==> config.mk <==
export PLATFORM = sky130hd
export DESIGN_NAME = btb_update_ctrl_flat
export DESIGN_NICKNAME = d
export VERILOG_FILES = /design/src/rtl/btb_update_ctrl_if.sv /design/src/rtl/btb_update_ctrl.sv /design/src/flat_wrapper.sv
export SDC_FILE = /design/constraint.sdc
export NUM_CORES = 1
export LEC_CHECK = 0
export ABC_AREA = 1
export CAP_MARGIN = 20
export CORE_MARGIN = 2
export CORE_UTILIZATION = 55
export CTS_CLUSTER_DIAMETER = 150
export DETAILED_ROUTE_END_ITERATION = 6
export PLACE_DENSITY = 0.9
export SLEW_MARGIN = 20
export SYNTH_ARGS = -nofsm -noshare
export SYNTH_HDL_FRONTEND = slang
export SYNTH_SLANG_ARGS = --single-unit
==> constraint.sdc <==
create_clock -name clk -period 6.3 [get_ports clk]
set_input_delay 1.26 -clock clk [delete_from_list [all_inputs] [get_ports clk]]
set_output_delay 1.26 -clock clk [all_outputs]
set_load 0.005 [all_outputs]
==> src/rtl/btb_update_ctrl_if.sv <==
// btb_update_ctrl_if: bundles the execute-side branch handshake, the BTB
// write port, the fetch redirect and the status outputs of btb_update_ctrl.
//   slave  : the controller side (consumes branches, drives the BTB write port)
//   master : the environment side (execute stage, BTB, fetch)
//   ex_*        branch resolved by execute, accepted on ex_valid & ex_ready
//   wr_*        BTB write port, a write is consumed on wr_en & wr_ready
//   redirect*   one-cycle fetch redirect pulse and its target
//   init_busy   BTB clear walk in progress
//   fifo_count  pending updates held in the controller
interface btb_update_ctrl_if #(
  parameter int DEPTH = 4
);
  logic                   ex_valid;
  logic [31:0]            ex_pc;
  logic [31:0]            ex_target;
  logic                   ex_taken;
  logic                   ex_pred_hit;
  logic [31:0]            ex_pred_target;
  logic                   ex_ready;
  logic                   wr_en;
  logic [3:0]             wr_index;
  logic                   wr_busy;
  logic [25:0]            wr_tag;
  logic [31:0]            wr_target;
  logic                   wr_ready;
  logic                   redirect;
  logic [31:0]            redirect_pc;
  logic                   init_busy;
  logic [$clog2(DEPTH):0] fifo_count;

  modport slave (
    input  ex_valid, ex_pc, ex_target, ex_taken, ex_pred_hit, ex_pred_target,
    input  wr_ready,
    output ex_ready,
    output wr_en, wr_index, wr_busy, wr_tag, wr_target,
    output redirect, redirect_pc, init_busy, fifo_count
  );

  modport master (
    output ex_valid, ex_pc, ex_target, ex_taken, ex_pred_hit, ex_pred_target,
    output wr_ready,
    input  ex_ready,
    input  wr_en, wr_index, wr_busy, wr_tag, wr_target,
    input  redirect, redirect_pc, init_busy, fifo_count
  );
endinterface

==> src/rtl/btb_update_ctrl.sv <==
// btb_update_ctrl: clears the BTB after reset, then turns resolved branches
// into BTB allocate/invalidate writes through a small FIFO and raises a fetch
// redirect for every mispredicted branch.
// Ports:
//   clk    single clock, rising edge
//   reset  synchronous, active high
//   bus    btb_update_ctrl_if.slave (branch input, BTB write port, redirect,
//          init_busy, fifo_count)
//
// state | meaning
// ------+-------------------------------------------------------------
// INIT  | walk init_ptr over all BTB lines writing busy=0, no branches taken
// RUN   | accept branches, drain update FIFO into the BTB write port
module btb_update_ctrl #(
  parameter int DEPTH   = 4,
  parameter int ENTRIES = 16
) (
  input logic              clk,
  input logic              reset,
  btb_update_ctrl_if.slave bus
);
  localparam int          PW       = $clog2(DEPTH);
  localparam logic [3:0]  LAST_IDX = 4'(ENTRIES - 1);
  localparam logic [PW:0] FULL     = (PW+1)'(DEPTH);

  typedef enum logic {INIT = 1'b0, RUN = 1'b1} state_t;

  typedef struct packed {
    logic        busy;
    logic [3:0]  index;
    logic [25:0] tag;
    logic [31:0] target;
  } upd_t;

  state_t        state_q, state_d;
  logic [3:0]    init_ptr_q, init_ptr_d;
  upd_t          mem [DEPTH];
  logic [PW-1:0] rd_ptr_q, wr_ptr_q;
  logic [PW:0]   count_q, count_d;
  logic          redirect_q;
  logic [31:0]   redirect_pc_q;

  logic accept, mispredict, do_alloc, do_inval, push, pop;
  upd_t push_entry, head;

  assign head = mem[rd_ptr_q];

  always_comb begin
    state_d       = state_q;
    init_ptr_d    = init_ptr_q;
    bus.ex_ready  = 1'b0;
    bus.init_busy = 1'b0;
    bus.wr_en     = 1'b0;
    bus.wr_index  = '0;
    bus.wr_busy   = 1'b0;
    bus.wr_tag    = '0;
    bus.wr_target = '0;
    case (state_q)
      INIT: begin
        bus.init_busy = 1'b1;
        bus.wr_en     = 1'b1;
        bus.wr_index  = init_ptr_q;
        if (bus.wr_ready) begin
          if (init_ptr_q == LAST_IDX) begin
            state_d    = RUN;
            init_ptr_d = '0;
          end else begin
            init_ptr_d = init_ptr_q + 4'd1;
          end
        end
      end
      RUN: begin
        // Readiness looks at the registered count only, so a full FIFO
        // stays closed even in a cycle where the head is being consumed.
        bus.ex_ready  = (count_q < FULL);
        bus.wr_en     = (count_q != '0);
        bus.wr_index  = head.index;
        bus.wr_busy   = head.busy;
        bus.wr_tag    = head.tag;
        bus.wr_target = head.target;
      end
    endcase
  end

  always_comb begin
    accept     = bus.ex_valid && bus.ex_ready;
    mispredict = (bus.ex_taken != bus.ex_pred_hit) ||
                 (bus.ex_taken && bus.ex_pred_hit && (bus.ex_pred_target != bus.ex_target));
    do_alloc   = accept && bus.ex_taken && mispredict;
    do_inval   = accept && !bus.ex_taken && bus.ex_pred_hit;
    push       = do_alloc || do_inval;
    pop        = (state_q == RUN) && bus.wr_en && bus.wr_ready;

    push_entry       = '0;
    push_entry.index = bus.ex_pc[5:2];
    if (do_alloc) begin
      push_entry.busy   = 1'b1;
      push_entry.tag    = bus.ex_pc[31:6];
      push_entry.target = bus.ex_target;
    end

    count_d = count_q;
    case ({push, pop})
      2'b10:   count_d = count_q + (PW+1)'(1);
      2'b01:   count_d = count_q - (PW+1)'(1);
      default: count_d = count_q;
    endcase
  end

  always_ff @(posedge clk) begin
    if (reset) begin
      state_q       <= INIT;
      init_ptr_q    <= '0;
      rd_ptr_q      <= '0;
      wr_ptr_q      <= '0;
      count_q       <= '0;
      redirect_q    <= 1'b0;
      redirect_pc_q <= '0;
    end else begin
      state_q    <= state_d;
      init_ptr_q <= init_ptr_d;
      count_q    <= count_d;
      if (push) begin
        mem[wr_ptr_q] <= push_entry;
        wr_ptr_q      <= wr_ptr_q + PW'(1);
      end
      if (pop) begin
        rd_ptr_q <= rd_ptr_q + PW'(1);
      end
      redirect_q <= accept && mispredict;
      if (accept && mispredict) begin
        redirect_pc_q <= bus.ex_taken ? bus.ex_target : bus.ex_pc + 32'd4;
      end
    end
  end

  assign bus.redirect    = redirect_q;
  assign bus.redirect_pc = redirect_pc_q;
  assign bus.fifo_count  = count_q;
endmodule

==> src/flat_wrapper.sv <==
// flat-port wrapper written by rule: the top's interface ports become plain ports
module btb_update_ctrl_flat 
#(
  parameter int DEPTH   = 4,
  parameter int ENTRIES = 16
)
  (clk, reset, bus_ex_valid, bus_ex_pc, bus_ex_target, bus_ex_taken, bus_ex_pred_hit, bus_ex_pred_target, bus_wr_ready, bus_ex_ready, bus_wr_en, bus_wr_index, bus_wr_busy, bus_wr_tag, bus_wr_target, bus_redirect, bus_redirect_pc, bus_init_busy, bus_fifo_count);
  btb_update_ctrl_if #(.DEPTH(DEPTH)) bus_i ();
  input logic clk;
  input logic reset;
  input wire logic [$bits(bus_i.ex_valid)-1:0] bus_ex_valid;
  input wire logic [$bits(bus_i.ex_pc)-1:0] bus_ex_pc;
  input wire logic [$bits(bus_i.ex_target)-1:0] bus_ex_target;
  input wire logic [$bits(bus_i.ex_taken)-1:0] bus_ex_taken;
  input wire logic [$bits(bus_i.ex_pred_hit)-1:0] bus_ex_pred_hit;
  input wire logic [$bits(bus_i.ex_pred_target)-1:0] bus_ex_pred_target;
  input wire logic [$bits(bus_i.wr_ready)-1:0] bus_wr_ready;
  output wire logic [$bits(bus_i.ex_ready)-1:0] bus_ex_ready;
  output wire logic [$bits(bus_i.wr_en)-1:0] bus_wr_en;
  output wire logic [$bits(bus_i.wr_index)-1:0] bus_wr_index;
  output wire logic [$bits(bus_i.wr_busy)-1:0] bus_wr_busy;
  output wire logic [$bits(bus_i.wr_tag)-1:0] bus_wr_tag;
  output wire logic [$bits(bus_i.wr_target)-1:0] bus_wr_target;
  output wire logic [$bits(bus_i.redirect)-1:0] bus_redirect;
  output wire logic [$bits(bus_i.redirect_pc)-1:0] bus_redirect_pc;
  output wire logic [$bits(bus_i.init_busy)-1:0] bus_init_busy;
  output wire logic [$bits(bus_i.fifo_count)-1:0] bus_fifo_count;
  assign bus_i.ex_valid = bus_ex_valid;
  assign bus_i.ex_pc = bus_ex_pc;
  assign bus_i.ex_target = bus_ex_target;
  assign bus_i.ex_taken = bus_ex_taken;
  assign bus_i.ex_pred_hit = bus_ex_pred_hit;
  assign bus_i.ex_pred_target = bus_ex_pred_target;
  assign bus_i.wr_ready = bus_wr_ready;
  assign bus_ex_ready = bus_i.ex_ready;
  assign bus_wr_en = bus_i.wr_en;
  assign bus_wr_index = bus_i.wr_index;
  assign bus_wr_busy = bus_i.wr_busy;
  assign bus_wr_tag = bus_i.wr_tag;
  assign bus_wr_target = bus_i.wr_target;
  assign bus_redirect = bus_i.redirect;
  assign bus_redirect_pc = bus_i.redirect_pc;
  assign bus_init_busy = bus_i.init_busy;
  assign bus_fifo_count = bus_i.fifo_count;
  btb_update_ctrl #(.DEPTH(DEPTH), .ENTRIES(ENTRIES)) u_core (.clk(clk), .reset(reset), .bus(bus_i));
endmodule
* Yosys cells after proc, flatten, opt, wreduce, memory -nomap -nowiden
Memories as Yosys holds them, arrays and structs flattened. A register that Yosys moved wholly into a read port is not among the register bits.
Index checks and enable logic that the tools add are counted.
** Word-level totals
- Register bits after elaboration :: 45
- Memory bits (writable) :: 252
- Input bits :: 102
- Output and inout port bits :: 102
- Word-level logic and storage cells :: 57
- Memories kept :: 1
** Cells by class
- $add $sub $neg :: 6
- $lt $le $gt $ge :: 1
- Equality and inequality tests :: 5
- Multiplexer cells :: 20
- Bitwise operators :: 1
- Reductions and logical operators :: 16
** Memory list
- u_core.mem :: depth 4, width 63, rd ports 1, clocked after Yosys merged registers in 1, write ports 1, line btb_update_ctrl.sv:37 : upd_t mem [DEPTH];
** Operators by type and width (count)
- $mux W32 :: 2
- $mux W58 :: 1
- $add A32 B3 Y32 const B :: 1
- $ne A32 B32 Y1 :: 1
- $mux W26 :: 1
- $logic_and A1 B1 Y1 :: 10
- $mux W1 :: 10
- $pmux W4 S2 :: 1
- $pmux W3 S2 :: 1
- $add A2 B1 Y2 const B :: 2
- $add A4 B1 Y4 const B :: 1
- $eq A4 B4 Y1 const B :: 1
- $mux W2 :: 2
- $mux W4 :: 1
- $add A3 B1 Y3 const B :: 1
- $lt A3 B3 Y1 const B :: 1
- $reduce_bool A3 Y1 :: 1
- $sub A3 B1 Y3 const B :: 1
- $eq A2 B1 Y1 const B :: 1
- $eq A2 B2 Y1 const B :: 1
- $logic_or A1 B1 Y1 :: 2
- $pmux W1 S2 :: 1
- $reduce_and A2 Y1 :: 1
- $reduce_bool A2 Y1 :: 1
- 3 further kinds :: 3

* Depth between registers and ports, before layout
Gate-level depths: netlist (run 1).
- Word-level depth :: 9
- Mapped depth :: 20
- Depth with buffers taken out :: 20

* Least setup slack after synthesis (run 1)
Ideal clock, no wire load.
- Path kind :: input to register
- Start point :: in bus_ex_target[20]
- End point :: mem u_core.mem[0][0] in the netlist's numbering (enable)
- Setup time :: 0.484 ns
- Arrival :: 4.672 ns
- Required time :: 5.816 ns
- Path slack :: 1.144 ns
- Stages on the path :: 14
- Buffers on the path :: 0
- Cell sequence :: inv_1 > nand2_1 > nand2_1 > nand2_1 > nor2_1 > nand2_1 > nor2_1 > nand2_1 > nand2_1 > nand2_2 > nand2_1 > nand2_1 > nand2_1 > nor2_1
** Between the ends
- Longest elaborated chain between the ends :: 8
** Ends and longest elaborated chain
- start, declared :: line flat_wrapper.sv:13 : input wire logic [$bits(bus_i.ex_target)-1:0] bus_ex_target;
- $ne A32 B32 Y1 :: line btb_update_ctrl.sv:88 : (bus.ex_taken && bus.ex_pred_hit && (bus.ex_pred_target != bus.ex_target));
- $logic_and A1 B1 Y1 :: line btb_update_ctrl.sv:88
- $logic_or A1 B1 Y1 :: line btb_update_ctrl.sv:87 : mispredict = (bus.ex_taken != bus.ex_pred_hit) ||
- $logic_and A1 B1 Y1 :: line btb_update_ctrl.sv:89 : do_alloc = accept && bus.ex_taken && mispredict;
- $logic_or A1 B1 Y1 :: line btb_update_ctrl.sv:91 : push = do_alloc || do_inval;
- $mux W1 :: line btb_update_ctrl.sv:123 : if (push) begin
- $mux W1 :: line btb_update_ctrl.sv:111 : if (reset) begin
- $mux W1 (not written as such) :: line btb_update_ctrl.sv:124 : mem[wr_ptr_q] <= push_entry;
- end, declared :: line btb_update_ctrl.sv:37
No other way between the ends.

==> flow_summary.yaml, run 1 <==
clock_tree:
  cts_root_buf: "clkbuf_16"
  post-cts-setup-buffer-count: 0
  cts_buffers: 28
  cts.repair.resized: 0
  clock-sinks: 299
  cts_tree: "yes"
  cts_hold_repair.buffers: 0
  clk_latency_ps: 540
  cts_buffer_depth: 3
  htree_levels: 1
  clk_pin_slew_ps: 60
placed_design:
  dpl.hpwl_mm: 25.1
  io_buffer_count: 203
  place.gp.congestion: 0.909
  dp_slack_ps: 1920
drt:
  post_drt_wl_per_cell_um: 19.5
  ant_nets: 0
  vias: 11200
  firstDrtPassIters: 5
  finalWirelength_mm: 38.1
  drc: 0
  vias_per_cell: 5.71
  drt_iter0_markers: 1217
final_layout:
  drive_gt1_frac: 0.0550
  n_fill_cell: 1752
  n_antenna_cell: 0
  nets: 1724
  mostFrequentLayoutCells: "349 x nor2_1, 252 x edfxtp_1, 230 x nand2_1, 203 x clkdlybuf4s50_1, 151 x o21ai_0"
  final_common_cell: "nor2_1"
  areaGrowthSynthToFinish_pct: 23.1
yosys:
  synth-async-reset-ratio: 0
  synth_nets: 1548
  postSynthRegisterBits: 299
  yosys_warnings: 0
  yosys_most_used_dff: "edfxtp_1"
  synth_edf_count: 252
  syn_area_mm2: 0.0137
  yosysSeqAreaShare: 0.623
  synth_cells: 1437
  synthDistinctLibCells: 34
  syn_avg_cell_area_um2: 9.50
floorplanning:
  dieArea_mm2: 0.0261
  start_util: 0.562
  ios: 204
  rows: 57
  fp.dieH_um: 162
  die_w_um: 162
  core_area_mm2: 0.0243
pwr:
  peakVddDrop_mv: 0.161
  power_mw: 3.91
  power_leakage_nw: 6.32
  p_per_area_mw_per_mm2: 233
worst_setup_path:
  endpoint_kind: "output port"
  startpoint_type: "flip-flop"
  worstSetupPathType: "flip-flop to output port"
  max_stage_delay_ps: 870
  cp_cell_sequence: "buf_4 > nor2_1 > nor2_1 > o21ai_0 > a21oi_1 > clkdlybuf4s50_1"
  crit_top_cell: "nor2_1"
  crit_slowest_cell: "dfxtp_4"
  arrival_ps: 3250
  path_max_fanout: 74
  required_ps: 5040
sta:
  finalSetupViolCount: 0
  slew_headroom: 0.415
  fin_crit_sh: 0.716
  rsz0062_at_grt: "false"
  finalHoldViolations: 0
  fin_crit_ps: 4510
  fin_skew_ps: 13.0
  max_freq_mhz: 222
  setup_ws_ps: 1790
  drv_slew: 0
  tightest_slew_ps: 875
  fin_setup_tns_ps: 0
global_route:
  grt_max_degree: 75
  grt_usage: 0.290
  grt_pass1_wl_mm: 58.7
  overflow: 0
  antenna_found_initial: 0
  grt_pass1_vias: 11000
run:
  maxCapViolCount: 0
worst_hold_path:
  min_path_type: "flip-flop to flip-flop"
outcome:
  status: "complete, no violations"
-- layer usage --
layer  global-route usage  up-vias  part of all wire
met4                0.112        0             0.037
met5                    0        -                 0
met2                0.492      637              0.48
li1                     -     5169                 -
met3               0.0485       88             0.094
met1                0.376     5296              0.39
-- area by class of cell --
class	instances	area, µm²	area share
well taps	324	405	0.0241
clock inverters	20	123	0.00730
multi-input cells	977	4490	0.267
repair buffers	220	2210	0.131
clock buffers	32	737	0.0439
flip-flops and latches	299	8510	0.507
inverters	87	328	0.0195
-- through the flow --
stage | cells | instance area, µm² | hold slack (ps) | util
finish | 1959 | 16800 | 465 | 0.691
global route | 1959 | 16800 | 479 | 0.691
CTS | 1959 | 16800 | 465 | 0.691
detailed placement | 1907 | 15900 | 454 | 0.656
global placement | 1907 | 15900 | 442 | 0.656
floorplan | 1437 | 13700 | 438 | -
-- registers in the layout, summed over array words and instances, names as in the netlist, named ones only --
name                    flops
u_core.bus.fifo_count       3
u_core.bus.redirect         1
u_core.bus.redirect_pc     32
u_core.init_ptr_q           4
u_core.mem                252
u_core.rd_ptr_q             2
u_core.state_q              1
u_core.wr_ptr_q             2
-- synthesized netlist by cell type, types with 2 or more instances --
master / instances / area, µm²
o21ai_0: 151 / 756
nand2_2: 5 / 31.3
nand4_1: 4 / 25.0
nand3_2: 2 / 20.0
dfxtp_1: 47 / 941
nor3_4: 2 / 32.5
inv_2: 4 / 15.0
edfxtp_1: 252 / 7570
a21oi_1: 105 / 526
nand2_4: 2 / 22.5
nor3_2: 2 / 20.0
nor2_1: 353 / 1330
o22ai_1: 6 / 37.5
nor3_1: 6 / 30.0
buf_2: 13 / 65.1
xnor2_1: 23 / 201
nor2_2: 5 / 31.3
buf_6: 9 / 101
buf_1: 14 / 52.6
clkbuf_1: 38 / 143
xor2_1: 8 / 70.1
o21ai_1: 3 / 15.0
nor2_4: 3 / 33.8
ha_1: 8 / 100
nand3_1: 54 / 270
nand2_1: 230 / 863
inv_1: 81 / 304
-- critical path, delay by kind of cell, from the launching register on --
| kind | cells | cell delay [ps] |
|---|---|---|
| AOI/OAI and AO/OA | 2 | 410 |
| buffers and inverters | 2 | 1180 |
| DFF | 1 | 870 |
| and+or+nand+nor | 2 | 230 |
-- cells by family after synthesis --
family / synth area share
simple gates: 0.200
flops: 0.623
compound gates: 0.0982
buf+inv: 0.0505
xor+xnor: 0.0199
fa+ha+maj: 0.00880
-- path summary, 6_finish.rpt --
| path | to | slack (ps) | cells after the start | start |
|---|---|---|---|---|
| min reg2reg | u_core.bus.redirect_pc[27] | 470 | 2 | u_core.bus.redirect_pc[27] |
| min | u_core.bus.redirect_pc[27] | 470 | 2 | u_core.bus.redirect_pc[27] |
| max | bus_wr_tag[3] | 1790 | 6 | flip-flop |
| max reg2reg | u_core.mem[0][42] | 2880 | 10 | u_core.state_q |
-- power breakdown --
group / internal, mW / switching [mW]
sequential: 2.11 / 0.00106
combinational: 0.0928 / 0.116
clock: 0.878 / 0.710
(Power assumes the default switching activity.)
==> inputs of run 2 (changes only) <==
Clock period 6.3 ns to 4.5 ns, I/O delays scaled along.
==> flow_summary.yaml, run 2 (synthesis gave the netlist of run 1 again) <==
pwr:
  p_sw_mw: 1.23
  switching_share: 0.214
  cell_internal_pwr_mw: 4.52
  peakVddDrop_mv: 0.332
  p_per_area_mw_per_mm2: 340
  pwr-share-comb: 0.051
  clock_power_share: 0.433
  power_mw: 5.75
  seq_power_share: 0.515
  power_leakage_nw: 6.39
drt:
  finalWirelength_mm: 39.0
  ant_nets: 0
  drc: 0
  vias: 11200
  firstDrtPassIters: 6
  vias_per_cell: 5.72
  post_drt_wl_per_cell_um: 19.9
  drt_iter0_markers: 1136
global_route:
  grt_pass1_vias: 11200
  grt_pass1_wl_mm: 59.9
  grt_usage: 0.295
  antenna_found_initial: 2
  overflow: 0
  grt_max_degree: 81
floorplanning:
  rows: 57
  die_w_um: 162
  fp.dieH_um: 162
  start_util: 0.562
  ios: 204
  core_area_mm2: 0.0243
  dieArea_mm2: 0.0261
final_layout:
  mostFrequentLayoutCells: "349 x nor2_1, 252 x edfxtp_1, 230 x nand2_1, 203 x clkdlybuf4s50_1, 151 x o21ai_0"
  final_common_cell: "nor2_1"
  drive_gt1_frac: 0.0617
  regMostFlops: "u_core.mem"
  layout.cells.non_filler: 1961
  largest_reg_flops: 252
  nets: 1725
  n_fill_cell: 1744
  n_antenna_cell: 0
  areaGrowthSynthToFinish_pct: 23.7
sta:
  setup_ws_ps: 494
  tightest_slew_ps: 849
  fin_crit_ps: 4010
  fin_setup_tns_ps: 0
  finalSetupViolCount: 0
  slew_headroom: 0.434
  holdWs_ps: 465
  fin_crit_sh: 0.890
  rsz0062_at_grt: "false"
  fin_skew_ps: 9.17
  finalHoldViolations: 0
  drv_slew: 0
  max_freq_mhz: 250
worst_setup_path:
  r2r_cells: 9
  worstSetupPathType: "flip-flop to output port"
  ff2ff_setup_slack_ps: 870
  arrival_ps: 3110
  required_ps: 3600
  r2r-start: "u_core.state_q"
  r2r-end: "u_core.mem[0][16]"
  startpoint_type: "flip-flop"
  path_max_fanout: 69
  endpoint_kind: "output port"
clock_tree:
  cts.repair.resized: 0
  cts_root_buf: "clkbuf_16"
  htree_levels: 1
  cts_buffers: 29
  cts_hold_repair.buffers: 0
  cts_tree: "yes"
  post-cts-setup-buffer-count: 0
  clk_pin_slew_ps: 60
  clk_latency_ps: 560
  clock-sinks: 299
  cts_buffer_depth: 3
worst_hold_path:
  hp-start: "u_core.rd_ptr_q[1]"
  min_path_type: "flip-flop to flip-flop"
  hold_depth: 2
placed_design:
  place.gp.congestion: 0.954
  dp_cells: 1907
  io_buffer_count: 203
  dp_slack_ps: 276
  dpl.hpwl_mm: 25.4
run:
  maxCapViolCount: 0
outcome:
  status: "complete, no violations"
-- run 2: cell count changes in the layout (fill, tap and decap cells not counted) --
cell / before / now
buf_12: 4 / 1
buf_4: 13 / 16
bufinv_16: 1 / 3
clkbuf_1: 3 / 1
clkbuf_8: 0 / 4
clkinv_1: 10 / 3
clkinv_4: 0 / 3
inv_6: 1 / 2
inv_8: 0 / 1
-- run 2: final cells by class --
| class | instances | area [µm²] | share of cell area |
|---|---|---|---|
| clock buffers | 34 | 785 | 0.0464 |
| clock inverters | 20 | 203 | 0.0120 |
| inverters | 87 | 328 | 0.0194 |
| multi-input cells | 977 | 4490 | 0.266 |
| flip-flops and latches | 299 | 8510 | 0.504 |
| well taps | 324 | 405 | 0.0240 |
| repair buffers | 220 | 2170 | 0.129 |
-- run 2: how the worst max path moves through the flow --
| stage | cells past startpoint | start | slack, ps | end |
|---|---|---|---|---|
| 2_1_floorplan | 14 | bus_ex_target[20] | -300 | u_core.mem[0][0] |
| 3_3_place_gp | 16 | bus_ex_target[21] | 400 | u_core.mem[3][21] |
| 3_5_place_dp | 16 | bus_ex_target[21] | 280 | u_core.mem[0][21] |
| 4_1_cts | 6 | flip-flop | 540 | bus_wr_index[1] |
| 5_1_grt | 6 | flip-flop | 380 | bus_wr_index[1] |
| 6_report | 6 | flip-flop | 490 | bus_wr_tag[4] |
-- run 2: stage by stage --
stage	util	cell area, µm²
after floorplan	-	13700
after global placement	0.654	15900
after detailed placement	0.654	15900
after CTS	0.695	16900
after global routing	0.695	16900
final	0.695	16900
-- run 2: power by group through the flow --
stage / Combinational (mW) / Sequential (mW) / Clock (mW)
6_report: 0.293 / 2.96 / 2.49
2_1_floorplan: 0.119 / 3.02 / 0
4_1_cts: 0.289 / 2.96 / 2.50
5_1_grt: 0.313 / 2.96 / 2.62
3_5_place_dp: 0.287 / 3.02 / 0
3_3_place_gp: 0.283 / 3.02 / 0
-- run 2: layer usage --
metal  global-route usage  part of all wire  wire length (µm)  vias up
met4                0.119             0.037              1440        2
met1                0.375              0.38             14800     5315
met3               0.0583              0.10              3880      100
li1                     -                 -                 -     5167
met2                0.501              0.48             18900      642
met5                    0           0.00033                13        -
-- run 2: critical path: stages, from the launching register on --
cell	delay [ps]
dfxtp_4	850
buf_4	460
nor2_1	110
nor2_1	100
o21ai_0	110
a21oi_1	290
clkdlybuf4s50_1	560
